$ cat src/rtl/a5_pkg.sv
// rtl/a5_pkg.sv - shared constants, state encoding and output decode for the A5/1 keystream sequencer
//
// Purpose: phase lengths, the sequencer state enum and the per-state output
//          decode used by a5_keystream_sequencer and a5_burst_capture.
// Ports:   none (package).
// Build option: A5_ABORT_EN - when defined, a new start is also accepted in
//          KEY, MIX, GEN, OUT0 and OUT1 and aborts the frame in progress.
package a5_pkg;

    localparam int KEY_BITS   = 64;
    localparam int FRAME_BITS = 22;
    localparam int MIX_CYCLES = 100;
    localparam int BURST_BITS = 114;

    // Key+frame shift-in enables, and keystream enables per frame.
    localparam int LOAD_CLKS = KEY_BITS + FRAME_BITS;
    localparam int GEN_CLKS  = 2 * BURST_BITS;

    // Wide enough for the longest phase (GEN_CLKS - 1 = 227).
    localparam int CNT_W = 9;

    typedef enum logic [2:0] {
        ST_IDLE,
        ST_LOAD,
        ST_KEY,
        ST_MIX,
        ST_GEN,
        ST_DRAIN,
        ST_OUT0,
        ST_OUT1
    } state_t;

    typedef struct packed {
        logic load;
        logic clk_en;
        logic valid;
        logic dir;
        logic busy;
        logic ready;
    } ctrl_t;

    // Output levels for the cycle spent in state s. The sequencer registers
    // this value from its next state so every output comes straight off a flop.
    function automatic ctrl_t ctrl_for(state_t s);
        ctrl_t c;
        c        = '0;
        c.load   = (s == ST_LOAD);
        c.clk_en = (s == ST_KEY) || (s == ST_MIX) || (s == ST_GEN);
        c.valid  = (s == ST_OUT0) || (s == ST_OUT1);
        c.dir    = (s == ST_OUT1);
        c.busy   = (s != ST_IDLE);
`ifdef A5_ABORT_EN
        c.ready  = (s == ST_IDLE) || (s == ST_KEY) || (s == ST_MIX) ||
                   (s == ST_GEN)  || (s == ST_OUT0) || (s == ST_OUT1);
`else
        c.ready  = (s == ST_IDLE);
`endif
        return c;
    endfunction

endpackage

$ cat src/rtl/a5_burst_capture.sv
// rtl/a5_burst_capture.sv - serial keystream capture into two 114-bit bursts
//
// Purpose: samples the generator output one cycle after each GEN-phase enable,
//          shifting captures 1..114 into burst 0 and 115..228 into burst 1,
//          first-captured bit ending in the MSB. Bursts hold once full.
// Ports:
//   clk, reset_n : clock, asynchronous active-low reset
//   clear        : new frame accepted; drop flag, count and both bursts
//   in_gen       : sequencer is in GEN this cycle
//   d            : generator serial output
//   sel_dir      : 0 presents burst 0 (downlink), 1 presents burst 1 (uplink)
//   burst        : selected burst
module a5_burst_capture
    import a5_pkg::*;
(
    input  logic                  clk,
    input  logic                  reset_n,
    input  logic                  clear,
    input  logic                  in_gen,
    input  logic                  d,
    input  logic                  sel_dir,
    output logic [BURST_BITS-1:0] burst
);

    logic                  flag;
    logic [7:0]            n_cap;
    logic [BURST_BITS-1:0] b0;
    logic [BURST_BITS-1:0] b1;

    // flag lags GEN by one cycle: the generator's d reflects the enable of the
    // previous cycle, so the last capture lands in DRAIN.
    always_ff @(posedge clk or negedge reset_n) begin
        if (!reset_n) begin
            flag  <= 1'b0;
            n_cap <= '0;
            b0    <= '0;
            b1    <= '0;
        end else if (clear) begin
            flag  <= 1'b0;
            n_cap <= '0;
            b0    <= '0;
            b1    <= '0;
        end else begin
            flag <= in_gen;
            if (flag) begin
                if (n_cap < 8'(BURST_BITS)) begin
                    b0 <= {b0[BURST_BITS-2:0], d};
                end else begin
                    b1 <= {b1[BURST_BITS-2:0], d};
                end
                n_cap <= n_cap + 8'd1;
            end
        end
    end

    assign burst = sel_dir ? b1 : b0;

endmodule

$ cat src/rtl/a5_keystream_sequencer.sv
// rtl/a5_keystream_sequencer.sv - load/mix/generate sequencing and burst output for an A5/1 generator
//
// Purpose: accepts key+frame on start, drives the generator through LOAD (1),
//          KEY (86), MIX (100), GEN (228) and DRAIN (1) cycles, then offers the
//          downlink and uplink bursts over a valid/ready handshake.
// Ports:
//   clk, reset_n         : clock, asynchronous active-low reset
//   start, ready_in      : frame request, accepted when start && ready_in
//   key_in, frame_in     : session key and frame number, sampled on accept
//   gen_load, gen_clk_en : generator load and lfsr clock enable
//   gen_key, gen_frame   : registered key/frame to the generator
//   gen_d                : generator serial output
//   ks_valid, ks_ready   : burst handshake
//   ks_burst, ks_dir     : burst data (first bit in MSB), 0 = downlink / 1 = uplink
//   busy                 : high outside IDLE
// Build option: A5_ABORT_EN (see a5_pkg) allows start to abort a running frame.
module a5_keystream_sequencer
    import a5_pkg::*;
(
    input  logic                  clk,
    input  logic                  reset_n,
    input  logic                  start,
    output logic                  ready_in,
    input  logic [KEY_BITS-1:0]   key_in,
    input  logic [FRAME_BITS-1:0] frame_in,
    output logic                  gen_load,
    output logic [KEY_BITS-1:0]   gen_key,
    output logic [FRAME_BITS-1:0] gen_frame,
    output logic                  gen_clk_en,
    input  logic                  gen_d,
    output logic                  ks_valid,
    input  logic                  ks_ready,
    output logic [BURST_BITS-1:0] ks_burst,
    output logic                  ks_dir,
    output logic                  busy
);

    state_t           state;
    state_t           state_nxt;
    logic [CNT_W-1:0] cnt;
    logic [CNT_W-1:0] cnt_nxt;
    logic [CNT_W-1:0] phase_len;
    ctrl_t            ctrl;
    logic             accept;
    logic             in_gen;

    assign accept = start && ctrl.ready;
    assign in_gen = (state == ST_GEN);

    // The down-counter is loaded with (length - 1) on phase entry so the
    // phase leaves on the cycle it reads 0.
    always_comb begin
        state_nxt = state;
        cnt_nxt   = cnt;
        if (accept) begin
            // An accept in an OUT state also completes any same-cycle
            // handshake; the new frame takes priority.
            state_nxt = ST_LOAD;
            cnt_nxt   = '0;
        end else begin
            case (state)
                ST_IDLE: ;
                ST_LOAD: begin
                    state_nxt = ST_KEY;
                    cnt_nxt   = CNT_W'(LOAD_CLKS - 1);
                end
                ST_KEY: begin
                    if (cnt == '0) begin
                        state_nxt = ST_MIX;
                        cnt_nxt   = CNT_W'(MIX_CYCLES - 1);
                    end else begin
                        cnt_nxt = cnt - CNT_W'(1);
                    end
                end
                ST_MIX: begin
                    if (cnt == '0) begin
                        state_nxt = ST_GEN;
                        cnt_nxt   = CNT_W'(GEN_CLKS - 1);
                    end else begin
                        cnt_nxt = cnt - CNT_W'(1);
                    end
                end
                ST_GEN: begin
                    if (cnt == '0) begin
                        state_nxt = ST_DRAIN;
                    end else begin
                        cnt_nxt = cnt - CNT_W'(1);
                    end
                end
                ST_DRAIN: state_nxt = ST_OUT0;
                ST_OUT0:  if (ks_ready) state_nxt = ST_OUT1;
                ST_OUT1:  if (ks_ready) state_nxt = ST_IDLE;
                default:  state_nxt = ST_IDLE;
            endcase
        end
    end

    always_ff @(posedge clk or negedge reset_n) begin
        if (!reset_n) begin
            state     <= ST_IDLE;
            cnt       <= '0;
            ctrl      <= ctrl_for(ST_IDLE);
            gen_key   <= '0;
            gen_frame <= '0;
        end else begin
            state <= state_nxt;
            cnt   <= cnt_nxt;
            ctrl  <= ctrl_for(state_nxt);
            if (accept) begin
                gen_key   <= key_in;
                gen_frame <= frame_in;
            end
        end
    end

    // Cycles spent in the current state; checked against the phase length
    // whenever a timed phase exits normally.
    always_ff @(posedge clk or negedge reset_n) begin
        if (!reset_n) begin
            phase_len <= '0;
        end else begin
            phase_len <= (state_nxt != state) ? CNT_W'(1) : phase_len + CNT_W'(1);
            if (state_nxt != state && !accept) begin
                case (state)
                    ST_LOAD:  assert (phase_len == CNT_W'(1))
                                  else $error("LOAD lasted %0d cycles", phase_len);
                    ST_KEY:   assert (phase_len == CNT_W'(LOAD_CLKS))
                                  else $error("KEY lasted %0d cycles", phase_len);
                    ST_MIX:   assert (phase_len == CNT_W'(MIX_CYCLES))
                                  else $error("MIX lasted %0d cycles", phase_len);
                    ST_GEN:   assert (phase_len == CNT_W'(GEN_CLKS))
                                  else $error("GEN lasted %0d cycles", phase_len);
                    ST_DRAIN: assert (phase_len == CNT_W'(1))
                                  else $error("DRAIN lasted %0d cycles", phase_len);
                    default: ;
                endcase
            end
        end
    end

    a5_burst_capture u_capture (
        .clk     (clk),
        .reset_n (reset_n),
        .clear   (accept),
        .in_gen  (in_gen),
        .d       (gen_d),
        .sel_dir (ctrl.dir),
        .burst   (ks_burst)
    );

    assign ready_in   = ctrl.ready;
    assign gen_load   = ctrl.load;
    assign gen_clk_en = ctrl.clk_en;
    assign ks_valid   = ctrl.valid;
    assign ks_dir     = ctrl.dir;
    assign busy       = ctrl.busy;

endmodule
$ cat config.mk
export PLATFORM = sky130hd
export DESIGN_NAME = a5_keystream_sequencer
export DESIGN_NICKNAME = d
export VERILOG_FILES = /design/src/rtl/a5_pkg.sv /design/src/rtl/a5_burst_capture.sv /design/src/rtl/a5_keystream_sequencer.sv
export SDC_FILE = /design/constraint.sdc
export NUM_CORES = 1
export LEC_CHECK = 0
export CAP_MARGIN = 20
export CORE_ASPECT_RATIO = 1.5
export CORE_MARGIN = 3
export CORE_UTILIZATION = 52
export DETAILED_ROUTE_END_ITERATION = 16
export MAX_ROUTING_LAYER = met4
export PLACE_DENSITY = 0.86
export SETUP_SLACK_MARGIN = 0.4
export SYNTH_ARGS = -nofsm -noshare
export SYNTH_HDL_FRONTEND = slang
export SYNTH_SLANG_ARGS = --single-unit
$ cat constraint.sdc
create_clock -name clk -period 2.3 [get_ports clk]
set_input_delay 0.345 -clock clk [delete_from_list [all_inputs] [get_ports clk]]
set_output_delay 0.345 -clock clk [all_outputs]
set_load 0.01 [all_outputs]
# [Yosys cells after proc, flatten, opt, wreduce, memory -nomap -nowiden]
# Cells that the tools add are included.
[totals] elab_cells=67 inputBits=91 regBits=341
[classes] n_lt_le_gt_ge=1 add_sub_neg=2 n_reduce_logical=13 n_eq_ne=15 mux=22
[op_table] op="two-way mux 114 bit" n=7
[op_table] op="two-way mux 9 bit" n=4
[op_table] op="case mux 9 bit (4 select lines)" n=1
[op_table] op="== test 3 bit (second input constant)" n=7
[op_table] op="case mux 3 bit (7 select lines)" n=1
[op_table] op="two-way mux 3 bit" n=6
[op_table] op="two-way mux 8 bit" n=2
[op_table] op="== test 3 x 2 -> 1 bit (second input constant)" n=4
[op_table] op="zero test 9 bit" n=1
[op_table] op="subtractor 9 x 1 -> 9 bit (second input constant)" n=1
[op_table] op="adder 8 x 1 -> 8 bit (second input constant)" n=1
[op_table] op="< comparator 8 x 7 -> 1 bit (second input constant)" n=1
[op_table] op="== test 3 x 1 -> 1 bit (second input constant)" n=2
[op_table] op="AND reduction 2 bit" n=3
[op_table] op="nonzero test 5 bit" n=1
[op_table] op="nonzero test 2 bit" n=2
[op_table] op="zero test 3 bit" n=1
[op_table] op="logical OR 1 bit" n=3
[op_table] op="inequality test 3 bit (second input constant)" n=1
[op_table] op="nonzero test 3 bit" n=1
[op_table] op="inequality test 2 bit (second input constant)" n=1
[op_table] op="logical AND 1 bit" n=1
[op_table] op="two-way mux 1 bit" n=1

# [Longest topological paths before layout]
[depth] ltp_word=7 mapped_depth=7 ltp_nobuf=6

# [Modules after synthesis]
# From an unflattened synthesis, not the netlist that was laid out.
[unflattened] cells_unflattened=1402 hier_area_um2=15842.7
[by_module_without_submodules] mod="a5_burst_capture" instances=1 cells_each=910 area_per_inst_um2=11509.8 seq_area_each_um2=5930.7
[by_module_without_submodules] mod="a5_keystream_sequencer" instances=1 cells_each=492 area_per_inst_um2=4332.9 seq_area_each_um2=2603.7

# [Least setup slack after synthesis]
# Ideal clock, no wire load.
[synth_path] kind="reg-to-reg" start="reg cnt[0]" end="reg state[0]" arrival_time_ns=1.931 stages_incl_launch_ff=8 path_slack_ns=0.243 synth_period_minus_slack_ns=2.057 path_cell_list="dfrtp_1 > inv_1 > ha_1 > or4b_1 > clkbuf_1 > o31ai_2 > xor2_1 > a221o_1"
[synth_via] elab_chain_len=4 elab_cells_between_ends=6 classes_between="5 x mux; 1 x reduce/logical"
[synth_lines] element="start, declared" line_no="a5_keystream_sequencer.sv:40" rtl="logic [CNT_W-1:0] cnt;"
[synth_lines] element="start signal, assigned" line_no="a5_keystream_sequencer.sv:107" rtl="cnt <= cnt_nxt;"
[synth_lines] element="zero test 9 bit (*)" line_no="a5_keystream_sequencer.sv:68, a5_keystream_sequencer.sv:76, a5_keystream_sequencer.sv:84"
[synth_lines] element="two-way mux 3 bit, on equally long branches" line_no="a5_keystream_sequencer.sv:84, a5_keystream_sequencer.sv:68, a5_keystream_sequencer.sv:76"
[synth_lines] element="case mux 3 bit (7 select lines) (*)" line_no="a5_keystream_sequencer.sv:61" rtl="case (state)"
[synth_lines] element="two-way mux 3 bit (*)" line_no="a5_keystream_sequencer.sv:55" rtl="if (accept) begin"
[synth_lines] element="net state_nxt[0]" line_no="a5_keystream_sequencer.sv:39" rtl="state_t state_nxt;"
[synth_lines] element="end signal, assigned" line_no="a5_keystream_sequencer.sv:106" rtl="state <= state_nxt;"
[synth_lines] element="end, declared" line_no="a5_keystream_sequencer.sv:38" rtl="state_t state;"
# The timed path passes the listed nets; every way through them passes the cells marked *.
# A chain may end at the register's enable or synchronous reset.

# [Worst setup path after layout]
[layout_path] start="reg ctrl, in the netlist ks_dir" end="out ks_burst[72]"
[layout_via] elab_chain_len=1
[layout_lines] element="start, declared" line_no="a5_keystream_sequencer.sv:43" rtl="ctrl_t ctrl;"
[layout_lines] element="start signal, assigned" line_no="a5_keystream_sequencer.sv:102" rtl="ctrl <= ctrl_for(ST_IDLE);"
[layout_lines] element="start signal, assigned" line_no="a5_keystream_sequencer.sv:108" rtl="ctrl <= ctrl_for(state_nxt);"
[layout_lines] element="two-way mux 114 bit" line_no="a5_burst_capture.sv:56" rtl="assign burst = sel_dir ? b1 : b0;"
[layout_lines] element="end, declared" line_no="a5_keystream_sequencer.sv:33" rtl="output logic [BURST_BITS-1:0] ks_burst,"
# No other way between the ends.

==> key figures <==
Global routing
  – Met3 Usage GRT: 0.0469
  – Grt ovf: 0
  – Pin count of the biggest net entering global routing: 121
  – Total GRT Usage: 0.292
  – Routing usage on met1: 0.336
  – First-pass GRT wire length: 74000 µm
  – GRT met2 Usage: 0.502
  – Antenna violations before repair: 0
  – Top Usage Layer GRT: met2
  – Vias in the first global route: 14200

Logic synthesis
  – Sequential-to-total area share from yosys stat: 0.558
  – Top-count cell post-synth: nand2_1
  – Synth Cell Area: 15300 µm²
  – Largest area contributor in the netlist: dfrtp_1
  – Synth cell count leaders: nand2_1 (499), dfrtp_1 (340), a21oi_1 (234)
  – Top-area cell type share of the netlist area: 0.556
  – Ys flop type: dfrtp_1
  – Compound-cell area share of the yosys netlist: 0.132
  – Adder-cell share of the synthesized area: 0.00164
  – Yosys reg bits: 341
  – Syn_area_per_cell: 9.20 µm²
  – Mux cell area share after synthesis: 0.0860
  – Synth top area cells: dfrtp_1 (56%), nand2_1 (12%), mux2_2 (8.5%)
  – Post-Synth Simple-Gate Area: 0.179
  – Synth warn: 0
  – Post-synthesis cell type count: 51
  – Asr flop ratio synth: 1.00
  – Synth Area in XOR/XNOR: 0.00401
  – Post-Syn Instances: 1663
  – EDFF count, synth: 0
  – Main combinational cell family by area after synthesis: simple AND/OR/NAND/NOR gates
  – Syn nets: 1756

Setup path
  – Critical path capture point type: output port
  – Arrival time at the worst endpoint: 1.95 ns
  – RR Endpoint: cnt[0]$_DFFE_PN0P_
  – Critical R2R Launch: cnt[0]$_DFFE_PN0P_
  – Worst path required time: 1.96 ns
  – R2R Setup Slk: 0.29 ns
  – Crit path launch type: flip-flop
  – R2R depth: 8
  – Critical path peak fanout: 9
  – Critical Path Start: ks_dir$_DFF_PN0_
  – CP Class: flip-flop to output port
  – CP endpoint: ks_burst[72]

Pwr
  – PwrDens: 1250 nW/µm²
  – Comb pwr share: 0.402
  – Peak supply drop: 796 µV
  – Sequential Power Share: 0.385
  – Net switching power: 9.32 mW
  – Clock power frac: 0.213
  – Switching share of power: 0.347
  – Leakage: 9.66 nW
  – Power Internal: 17.6 mW

CTS
  – Clk slew on worst S/H paths: 0.06 ns
  – TritonCTS clock tree: yes
  – Clk buf depth: 3
  – Clock sinks: 341
  – Root buffer cell: clkbuf_16
  – Clock Latency Late Sink: 0.52 ns
  – H-tree depth: 2
  – CTS buffer count: 35

Timing
  – Unrepaired setup endpoints after global routing: yes
  – Worst slew pin tran: 0.579 ns
  – Setup violators final: 0
  – Final cycle utilization of the critical path: 0.998
  – Total Neg Setup Slack: 0 ns
  – Setup Skew: 0.0190 ns
  – Max-slew violations: 0
  – Final Hold Vio Count: 0
  – Max_slew headroom: 0.614
  – FMAX: 436 MHz
  – Final Critical Period: 2.29 ns

Outcome
  – Status: complete, no violations

Route
  – Routed WL: 49800 µm
  – Post-DRT Antenna Nets: 0
  – Drc violations: 0
  – Per-cell routed wire length: 21.0 µm
  – Drt pass-1 iters: 5
  – Initial DRC count: 1295
  – Vias: 14200
  – Vias per inst: 6.00

Worst hold path
  – Worst Hold Class: primary input to asynchronous set/reset pin

Final layout
  – Final core utilization: 0.742
  – ANT cells: 0
  – Number of cells in the finished layout apart from fillers: 2369
  – Area Overhead vs Synth: 40.1%
  – Nets@finish: 2050
  – Share of post-route cells with drive strength above 1: 0.214

Placement
  – # port buffers: 296
  – Placer Congestion: 0.852
  – DP HPWL: 27000 µm
  – Placed Cells: 2256

Job
  – Maxcap violations: 0

Floorplanning
  – Die Ht: 216 µm
  – Row count: 76
  – Die X: 146 µm
  – Die ar.: 31600 µm²
  – Ports: 297
  – CORE AREA: 28900 µm²
  – Initial Utilization: 0.529
## worst max-delay path, stage by stage, from the launching register on
cell	delay [ns]
dfrtp_4	0.50
buf_12	0.16
buf_12	0.13
buf_16	0.15
mux2_4	0.34
buf_6	0.13
## worst min-delay path by stage
stage | to | slack [ns] | cells after the start
finish | u_capture.b0[51]$_DFFE_PN0P_ | 0.27 | 2
global route | u_capture.b0[50]$_DFFE_PN0P_ | 0.29 | 2
CTS | u_capture.b0[51]$_DFFE_PN0P_ | 0.26 | 2
detailed placement | u_capture.b0[51]$_DFFE_PN0P_ | 0.21 | 1
global placement | u_capture.b1[51]$_DFFE_PN0P_ | 0.21 | 1
floorplan | busy$_DFF_PN0_ | 0.05 | 0
## cell type report
cell class,instances,area (µm²)
Clock inverter,8,92.6
Inverter,8,38.8
Sequential cell,341,8540
Fill cell,1831,7470
Tap cell,390,488
Clock buffer,51,1050
Timing Repair Buffer,396,4620
Multi-Input combinational cell,1175,6600
## power groups by stage
stage / combinational, mW / sequential (mW) / clock, mW
CTS: 10.4 / 10.2 / 5.78
detailed placement: 9.57 / 10.2 / 0
finish: 10.8 / 10.4 / 5.73
floorplan: 4.47 / 9.98 / 0
global route: 11.6 / 10.6 / 6.02
global placement: 9.25 / 10.1 / 0
## flip-flops by register name, summed over array words and instances (netlist names), 3 cells and up
signal / cells
gen_frame: 22
u_capture.n_cap: 8
u_capture.b0: 114
u_capture.b1: 114
state: 3
cnt: 9
gen_key: 64
## logic make-up (layout without fill, tap and decap cells)
kind of cell,after synthesis,after routing
multiplexers,117,117
XOR/XNOR,7,7
adder cells (fa/ha/maj),2,2
buffers and inverters,149,463
AO/OA/AOI/OAI,384,386
AND/OR/NAND/NOR,663,663
flip-flops,341,341
## routing by layer
metal	vias to the layer above	part of all wire
li1	6202	-
met1	6961	0.36
met2	827	0.51
met3	225	0.072
met4	0	0.060
met5	-	0
## per-stage QoR
step | total power, mW | area, µm² | setup WS, ns | hold slack, ns
after floorplan | 14.5 | 15300 | 0.330 | 0.0494
after global placement | 19.4 | 18900 | 0.164 | 0.207
after detailed placement | 19.8 | 18900 | 0.122 | 0.212
after CTS | 26.3 | 20900 | 0.0235 | 0.265
after global routing | 28.2 | 21400 | -0.0111 | 0.290
final | 26.9 | 21400 | 0.00521 | 0.269
## cell usage in the layout (no fill, tap or decap), types with 3 or more instances in the layout
cell	instances
dfrtp_1	338
buf_8	3
nor3_1	6
nor2_1	14
or4_4	3
nand3_1	116
buf_12	31
mux2_2	43
a22oi_1	3
clkdlybuf4s50_1	179
mux2_4	73
clkbuf_8	7
clkbuf_16	46
clkbuf_1	7
a21oi_1	232
clkinv_2	6
xor2_1	5
buf_2	4
clkdlybuf4s15_2	3
o22ai_1	4
inv_1	4
o21ai_0	119
buf_4	35
nand2b_1	3
buf_16	9
nand2_1	497
buf_6	120
## timing repair
| item | CTS | global route |
|---|---|---|
| setup buffers | 21 | 15 |
| endpoints found under the hold margin | 23 | 0 |
| gates cloned | 8 | 9 |
| gates resized for setup | 655 | 43 |
| hold buffers | 1 | 0 |
| setup endpoints to repair | 355 | 292 |
| pin swaps | 9 | 11 |
Note: power is estimated with default switching activity, not from simulation.
